`config.mk`:
```
export PLATFORM = sky130hd
export DESIGN_NAME = serial_alu_sequencer
export DESIGN_NICKNAME = d
export VERILOG_FILES = /design/src/rtl/serial_alu_sequencer.sv
export SDC_FILE = /design/constraint.sdc
export NUM_CORES = 1
export LEC_CHECK = 0
export CAP_MARGIN = 30
export CORE_MARGIN = 2
export CORE_UTILIZATION = 35
export DETAILED_ROUTE_END_ITERATION = 10
export DONT_BUFFER_PORTS = 1
export HOLD_SLACK_MARGIN = 0.02
export PLACE_DENSITY = 0.57
export SLEW_MARGIN = 10
export SYNTH_ARGS = -nofsm -noshare
export SYNTH_HDL_FRONTEND = slang
export SYNTH_SLANG_ARGS = --single-unit
```
`constraint.sdc`:
```
create_clock -name clk -period 2.9 [get_ports clk]
set_input_delay 0.725 -clock clk [delete_from_list [all_inputs] [get_ports clk]]
set_output_delay 0.725 -clock clk [all_outputs]
set_load 0.01 [all_outputs]
```
`src/rtl/serial_alu_sequencer.sv`:
```
// serial_alu_sequencer
//   Bit-serial controller for a single-bit ALU slice. Operands and opcode are
//   latched when start is accepted. Bits are then fed to the slice LSB-first,
//   one per clock, with COUT looped back into CIN. The controller assembles
//   the WIDTH-bit result and the zero/carry/overflow flags. Set-less-than runs
//   a subtract over all bits, then spends one extra step that feeds the
//   overflow-corrected sign into the slice's SET input at bit 0.
//
// Ports
//   clk, reset           rising-edge clock, synchronous active-high reset
//   start, op, a, b      request, opcode and operands (sampled while idle)
//   busy, done           busy from accept through the done cycle; done pulse
//   result, zero         assembled result and result==0, held until next start
//   carry_out, overflow  final carry / signed overflow of the sum path
//   slice_a/b/cin/op/set drive to the external slice
//   slice_r, slice_cout  combinational return from the slice
module serial_alu_sequencer #(
  parameter int WIDTH = 32
) (
  input  logic             clk,
  input  logic             reset,
  input  logic             start,
  input  logic [3:0]       op,
  input  logic [WIDTH-1:0] a,
  input  logic [WIDTH-1:0] b,
  output logic             busy,
  output logic             done,
  output logic [WIDTH-1:0] result,
  output logic             zero,
  output logic             carry_out,
  output logic             overflow,
  output logic             slice_a,
  output logic             slice_b,
  output logic             slice_cin,
  output logic [3:0]       slice_op,
  output logic             slice_set,
  input  logic             slice_r,
  input  logic             slice_cout
);

  localparam int CW = $clog2(WIDTH);

  typedef enum logic [1:0] {
    S_IDLE,
    S_RUN,
    S_SETBIT,
    S_DONE
  } state_t;

  state_t           state_q;
  logic [CW-1:0]    cnt_q;
  logic [WIDTH-1:0] a_q;
  logic [WIDTH-1:0] b_q;
  logic [3:0]       op_q;
  logic             carry_q;
  logic             sign_q;
  logic             busy_q;
  logic             done_q;
  logic [WIDTH-1:0] result_q;
  logic             zero_q;
  logic             carry_out_q;
  logic             overflow_q;

  logic             is_sum;
  logic             is_slt;
  logic             last_bit;
  logic [WIDTH-1:0] result_shift_d;
  logic [WIDTH-1:0] result_set_d;

  assign is_sum   = (op_q[1:0] == 2'b00);
  assign is_slt   = (op_q[1:0] == 2'b11);
  assign last_bit = (cnt_q == CW'(WIDTH - 1));

  // The result fills from the MSB end, so after WIDTH shifts bit 0 lands at
  // result[0].
  assign result_shift_d = {slice_r, result_q[WIDTH-1:1]};
  assign result_set_d   = {{(WIDTH-1){1'b0}}, slice_r};

  // Slice drive is decoded from the registered state and latched operands.
  // This lets the slice's combinational R/COUT settle within the same cycle.
  always_comb begin
    slice_a   = 1'b0;
    slice_b   = 1'b0;
    slice_cin = 1'b0;
    slice_op  = 4'b0000;
    slice_set = 1'b0;
    case (state_q)
      S_RUN: begin
        slice_a   = a_q[cnt_q];
        slice_b   = b_q[cnt_q];
        slice_cin = carry_q;
        // SLT runs the subtract on the sum path; invert-B is kept.
        slice_op  = {op_q[3:2], (is_slt ? 2'b00 : op_q[1:0])};
      end
      S_SETBIT: begin
        slice_a   = a_q[0];
        slice_b   = b_q[0];
        slice_cin = 1'b1;
        slice_op  = op_q;
        slice_set = sign_q;
      end
      default: ;
    endcase
  end

  always_ff @(posedge clk) begin
    if (reset) begin
      state_q     <= S_IDLE;
      cnt_q       <= '0;
      a_q         <= '0;
      b_q         <= '0;
      op_q        <= '0;
      carry_q     <= 1'b0;
      sign_q      <= 1'b0;
      busy_q      <= 1'b0;
      done_q      <= 1'b0;
      result_q    <= '0;
      zero_q      <= 1'b0;
      carry_out_q <= 1'b0;
      overflow_q  <= 1'b0;
    end else begin
      done_q <= 1'b0;
      case (state_q)
        S_IDLE: begin
          if (start) begin
            a_q     <= a;
            b_q     <= b;
            op_q    <= op;
            cnt_q   <= '0;
            carry_q <= op[2];
            busy_q  <= 1'b1;
            state_q <= S_RUN;
          end
        end
        S_RUN: begin
          carry_q  <= slice_cout;
          result_q <= result_shift_d;
          cnt_q    <= cnt_q + CW'(1);
          if (last_bit) begin
            // The true sign of the difference is the sum MSB corrected by
            // the signed-overflow term (carry into MSB XOR carry out).
            sign_q      <= slice_r ^ (carry_q ^ slice_cout);
            carry_out_q <= is_sum & slice_cout;
            overflow_q  <= is_sum & (carry_q ^ slice_cout);
            if (is_slt) begin
              state_q <= S_SETBIT;
            end else begin
              zero_q  <= (result_shift_d == '0);
              done_q  <= 1'b1;
              state_q <= S_DONE;
            end
          end
        end
        S_SETBIT: begin
          result_q <= result_set_d;
          zero_q   <= ~slice_r;
          done_q   <= 1'b1;
          state_q  <= S_DONE;
        end
        S_DONE: begin
          busy_q  <= 1'b0;
          state_q <= S_IDLE;
        end
        default: state_q <= S_IDLE;
      endcase
    end
  end

  assign busy      = busy_q;
  assign done      = done_q;
  assign result    = result_q;
  assign zero      = zero_q;
  assign carry_out = carry_out_q;
  assign overflow  = overflow_q;

endmodule

```
# Yosys cells after proc, flatten, opt, wreduce, memory -nomap -nowiden
# Cells that the tools add are included.
# W data, S select, Z words.
[word_totals] reg_bits=114 out_inout_bits=45
[op_classes] n_addsub=1 n_lt_le_gt_ge=1 n_eq_ne=8 muxes=27 n_bitwise=5 n_reduce_logical=12
[op_table] operator="$pmux W32 S2" count=1
[op_table] operator="$logic_not A32 Y1" count=1
[op_table] operator="$pmux W1 S2" count=7
[op_table] operator="$bmux W1 S5" count=2
[op_table] operator="$mux W1" count=10
[op_table] operator="$pmux W5 S2" count=1
[op_table] operator="$reduce_and A2 Y1" count=5
[op_table] operator="$pmux W2 S4" count=1
[op_table] operator="$pmux W4 S2" count=1
[op_table] operator="$eq A2 B2 Y1 const B" count=3
[op_table] operator="$lt A5 B6 Y1 const B" count=1
[op_table] operator="$mux W2" count=3
[op_table] operator="$ne A2 B2 Y1 const B" count=3
[op_table] operator="$reduce_bool A2 Y1" count=3
[op_table] operator="$add A5 B1 Y5 const B" count=1
[op_table] operator="$eq A5 B5 Y1 const B" count=1
[op_table] operator="$mux W5" count=1
[op_table] operator="$logic_not A2 Y1" count=2
[op_table] operator="$reduce_and A3 Y1" count=1
[op_table] operator="$and A1 B1 Y1" count=2
[op_table] operator="$eq A2 B1 Y1 const B" count=1
[op_table] operator="$xor A1 B1 Y1" count=2
[op_table] operator="$not A1 Y1" count=1

# Depth between registers and ports, before layout
[depth] word_depth=4 depth_mapped=8 depth_no_buf=7

# Worst setup path after synthesis
# Ideal clock, no wire load.
[synth_path] kind="reg2out" from="reg state_q[0]" to="out slice_b" t_arrival_ns=1.800 required_ns=2.175 path_slack_ns=0.375 path_stages_with_launch=7 path_buffers=2 cell_sequence="dfxtp_1 > inv_1 > ha_1 > clkbuf_1 > clkbuf_1 > nand2_1 > a221oi_1"
[synth_between] elab_chain_cells=2
[synth_lines] element="from (decl)" line="50" rtl="state_t state_q;"
[synth_lines] element="from (signal assigned)" line="108" rtl="state_q <= S_IDLE;"
[synth_lines] element="from (signal assigned)" line="132" rtl="state_q <= S_RUN;"
[synth_lines] element="from (signal assigned)" line="146" rtl="state_q <= S_SETBIT;"
[synth_lines] element="$eq A2 B2 Y1 / $eq A2 B1 Y1 (equally long branches)" line="87" rtl="case (state_q)"
[synth_lines] element="$pmux W1 S2 (*)" line="87"
[synth_lines] element="to (decl)" line="33" rtl="output logic slice_b,"
# Mark *: on every way between the ends. The rest lies on a longest branch, timed or not.

# Final worst setup path
[layout_path] from="reg cnt_q[1]" to="out slice_b"
[layout_between] elab_chain_cells=3
[layout_lines] element="from (decl)" line="51" rtl="logic [CW-1:0] cnt_q;"
[layout_lines] element="from (signal assigned)" line="138" rtl="cnt_q <= cnt_q + CW'(1);"
[layout_lines] element="$bmux W1 S5" line="90" rtl="slice_b = b_q[cnt_q];"
[layout_lines] element="$mux W1 (not written as such)" line="90"
[layout_lines] element="$pmux W1 S2" line="87"
# No other way between the ends. The select of a mux whose other input is x is not followed.

==> qor.txt <==
DRC = 0
critical path capture point type = primary output
Max Cap Violations = 0
Die Ht = 124 um
Mapped Cells = 607
num ports = 118
most frequent cell after synthesis = nand2_1
initial antenna violation count = 1
Die W = 124 um
f_max = 0.355 GHz
Clock Path Buffers = 2
WP data arrival = 2090 ps
Synth top area share = 45.2%
P_leak = 2.00 nW
worst setup path class = flip-flop to primary output
Syn Nets = 686
Detailed Route Iter0 Violations = 251
Max-slew headroom = 61.2%
final hold violations = 0
HP Class = primary input to flip-flop
Synth async-reset ratio = 0%
Fillers = 1418
Util after Layout = 42.2%
clock sinks = 114
Final nets = 668
Port Buf Inserts = 0
final setup TNS = 0 ps
top cells by area, synth = dfxtp_1, nand2_1, a21oi_1
diodes inserted = 0
cts bufs inserted = 17
worst-path fanout max = 7
Final setup viols = 0
Max IR drop VDD = 0.510 mV
antenna-violating nets left = 0
area leader, netlist = dfxtp_1
synth warn = 0
outcome = finished, final reports clean
Vias = 4139
final period utilization = 97.2%
max-slew violations = 0
Most used DFF post-synth = dfxtp_1
syn avg cell area = 8.32 um^2
power density over cell area = 952 mW/mm^2
sequential area share after synthesis = 45.2%
Vias/cell = 5.29
routability cong. = 0.762
cts hold-fix bufs = 0
clock root cell = clkbuf_16
Worst EP required = 2170 ps
CTS tree = done
worst slew pin tran = 580 ps
Pre-antenna DRT Iters = 5
Post-synth EDFFs = 0
layout cell share with drive strength beyond 1 = 10.8%
cell area after placement = 0.00519 mm^2
# Post-CTS Setup Buffers = 0
Final Critical Period = 2820 ps
Unique masters post-synth = 44
post-detail-place hpwl = 9.04 mm
Routed WL = 12.9 mm
Yosys reg bits = 114
Area Growth Syn to Fin = 16.9%
Row Count = 43
Worst setup SP type = flip-flop
die area = 0.0154 mm^2
post-route cell area = 0.00590 mm^2
Post-synth top cells = nand2_1, dfxtp_1, a21oi_1, clkbuf_1, nand2b_1
RSZ-0062 raised after global routing = true
first-pass GRT wire length = 20.3 mm
GRT overflow = 0
Worst-Skew Late Latency = 410 ps
starting density of the core = 36.1%
Post-Place Setup Slack = 236 ps
Worst-path clk slew = 50 ps
largest net degree at the start of global routing = 115
total track usage = 17.4%
clock skew = 5.95 ps
drt wl/cell = 16.4 um
vias in the first global route = 4144
core box area = 0.0140 mm^2
Max H-tree Level = 4
Mapped Area = 0.00505 mm^2
PnR worst setup slack = 80.6 ps
-- critical path, stage by stage (launching register included) --
cell	delay, ps
dfxtp_4	410
mux4_2	510
mux2_2	300
a2111oi_4	360
a221oi_2	100
-- repair_timing --
item	in CTS	in global routing
setup endpoints to repair	4	5
pin swaps	1	0
resized for setup	10	10
-- cell usage in the layout, fill, tap and decap left out, types with 2 or more instances in the layout --
| cell | instances |
|---|---|
| a2111oi_4 | 2 |
| a21oi_1 | 106 |
| a22oi_1 | 3 |
| a311oi_1 | 2 |
| a31oi_1 | 2 |
| a32oi_1 | 2 |
| and2_1 | 2 |
| and3_1 | 3 |
| buf_4 | 9 |
| bufinv_16 | 5 |
| clkbuf_1 | 4 |
| clkbuf_16 | 17 |
| clkinv_2 | 3 |
| dfxtp_1 | 109 |
| dfxtp_2 | 4 |
| ha_1 | 5 |
| inv_1 | 7 |
| mux2_1 | 2 |
| mux2_2 | 2 |
| mux2i_1 | 14 |
| mux4_2 | 10 |
| nand2_1 | 146 |
| nand2b_1 | 35 |
| nand3_1 | 5 |
| nand3b_1 | 33 |
| nand4_1 | 2 |
| nor2_1 | 16 |
| nor2b_1 | 2 |
| nor3_1 | 4 |
| nor4_1 | 7 |
| o21ai_1 | 6 |
| o21bai_1 | 2 |
| o22ai_1 | 4 |
| or3_1 | 4 |
| xor2_1 | 2 |
-- kinds of logic after synthesis --
| group | Yosys count | synth area share (%) |
|---|---|---|
| AND/OR/NAND/NOR | 263 | 25.2 |
| AO/OA/AOI/OAI | 138 | 15.2 |
| flip-flops | 114 | 45.2 |
| buffers and inverters | 56 | 4.41 |
| multiplexers | 28 | 8.20 |
| adder cells (fa/ha/maj) | 6 | 1.49 |
| XOR/XNOR | 2 | 0.347 |
-- worst paths after layout --
path	slack [ps]	startpoint	cells past startpoint	end
hold / removal	380	reset	1	b_q[26]
hold reg to reg	440	sign_q	2	sign_q
setup / recovery	80	cnt_q[1]	4	slice_b
setup reg to reg	790	state_q[0]	7	zero
-- area by class of cell --
type	count	area, um^2	area share (%)
Clock buffer	22	454	7.70
Clock inverter	10	181	3.08
Inverter	7	26.3	0.445
Multi-Input combinational cell	437	2610	44.2
Sequential cell	114	2290	38.8
Tap cell	180	225	3.82
Timing Repair Buffer	12	114	1.93
-- state kept, by name, summed over array words and instances (netlist names), 2 cells and up --
signal and cells:
op_q 4, b_q 32, cnt_q 5, result 32, state_q 2, a_q 32
-- stage by stage --
step           power (mW)  hold WS [ps]  instances
2_1_floorplan        3.05           427        607
3_3_place_gp         3.33           436        750
3_5_place_dp         3.37           440        750
4_1_cts              5.66           360        782
5_1_grt              5.95           353        782
6_report             5.62           382        782
-- metal layers --
metal  share of wire [%]  GRT usage [%]  vias to the layer above
li1                    -              -                     2052
met1                  42           20.4                     1960
met2                  49           28.3                      116
met3                 8.1           7.46                        9
met4                0.68           6.11                        2
met5                0.10              0                        -
-- power breakdown --
part / total [mW] / internal (mW) / switching, mW
Combinational: 1.39 / 0.570 / 0.818
Clock: 2.24 / 1.54 / 0.701
Sequential: 1.99 / 1.80 / 0.187
Total: 5.62 / 3.91 / 1.71
Note: power is estimated with default switching activity, not from simulation.
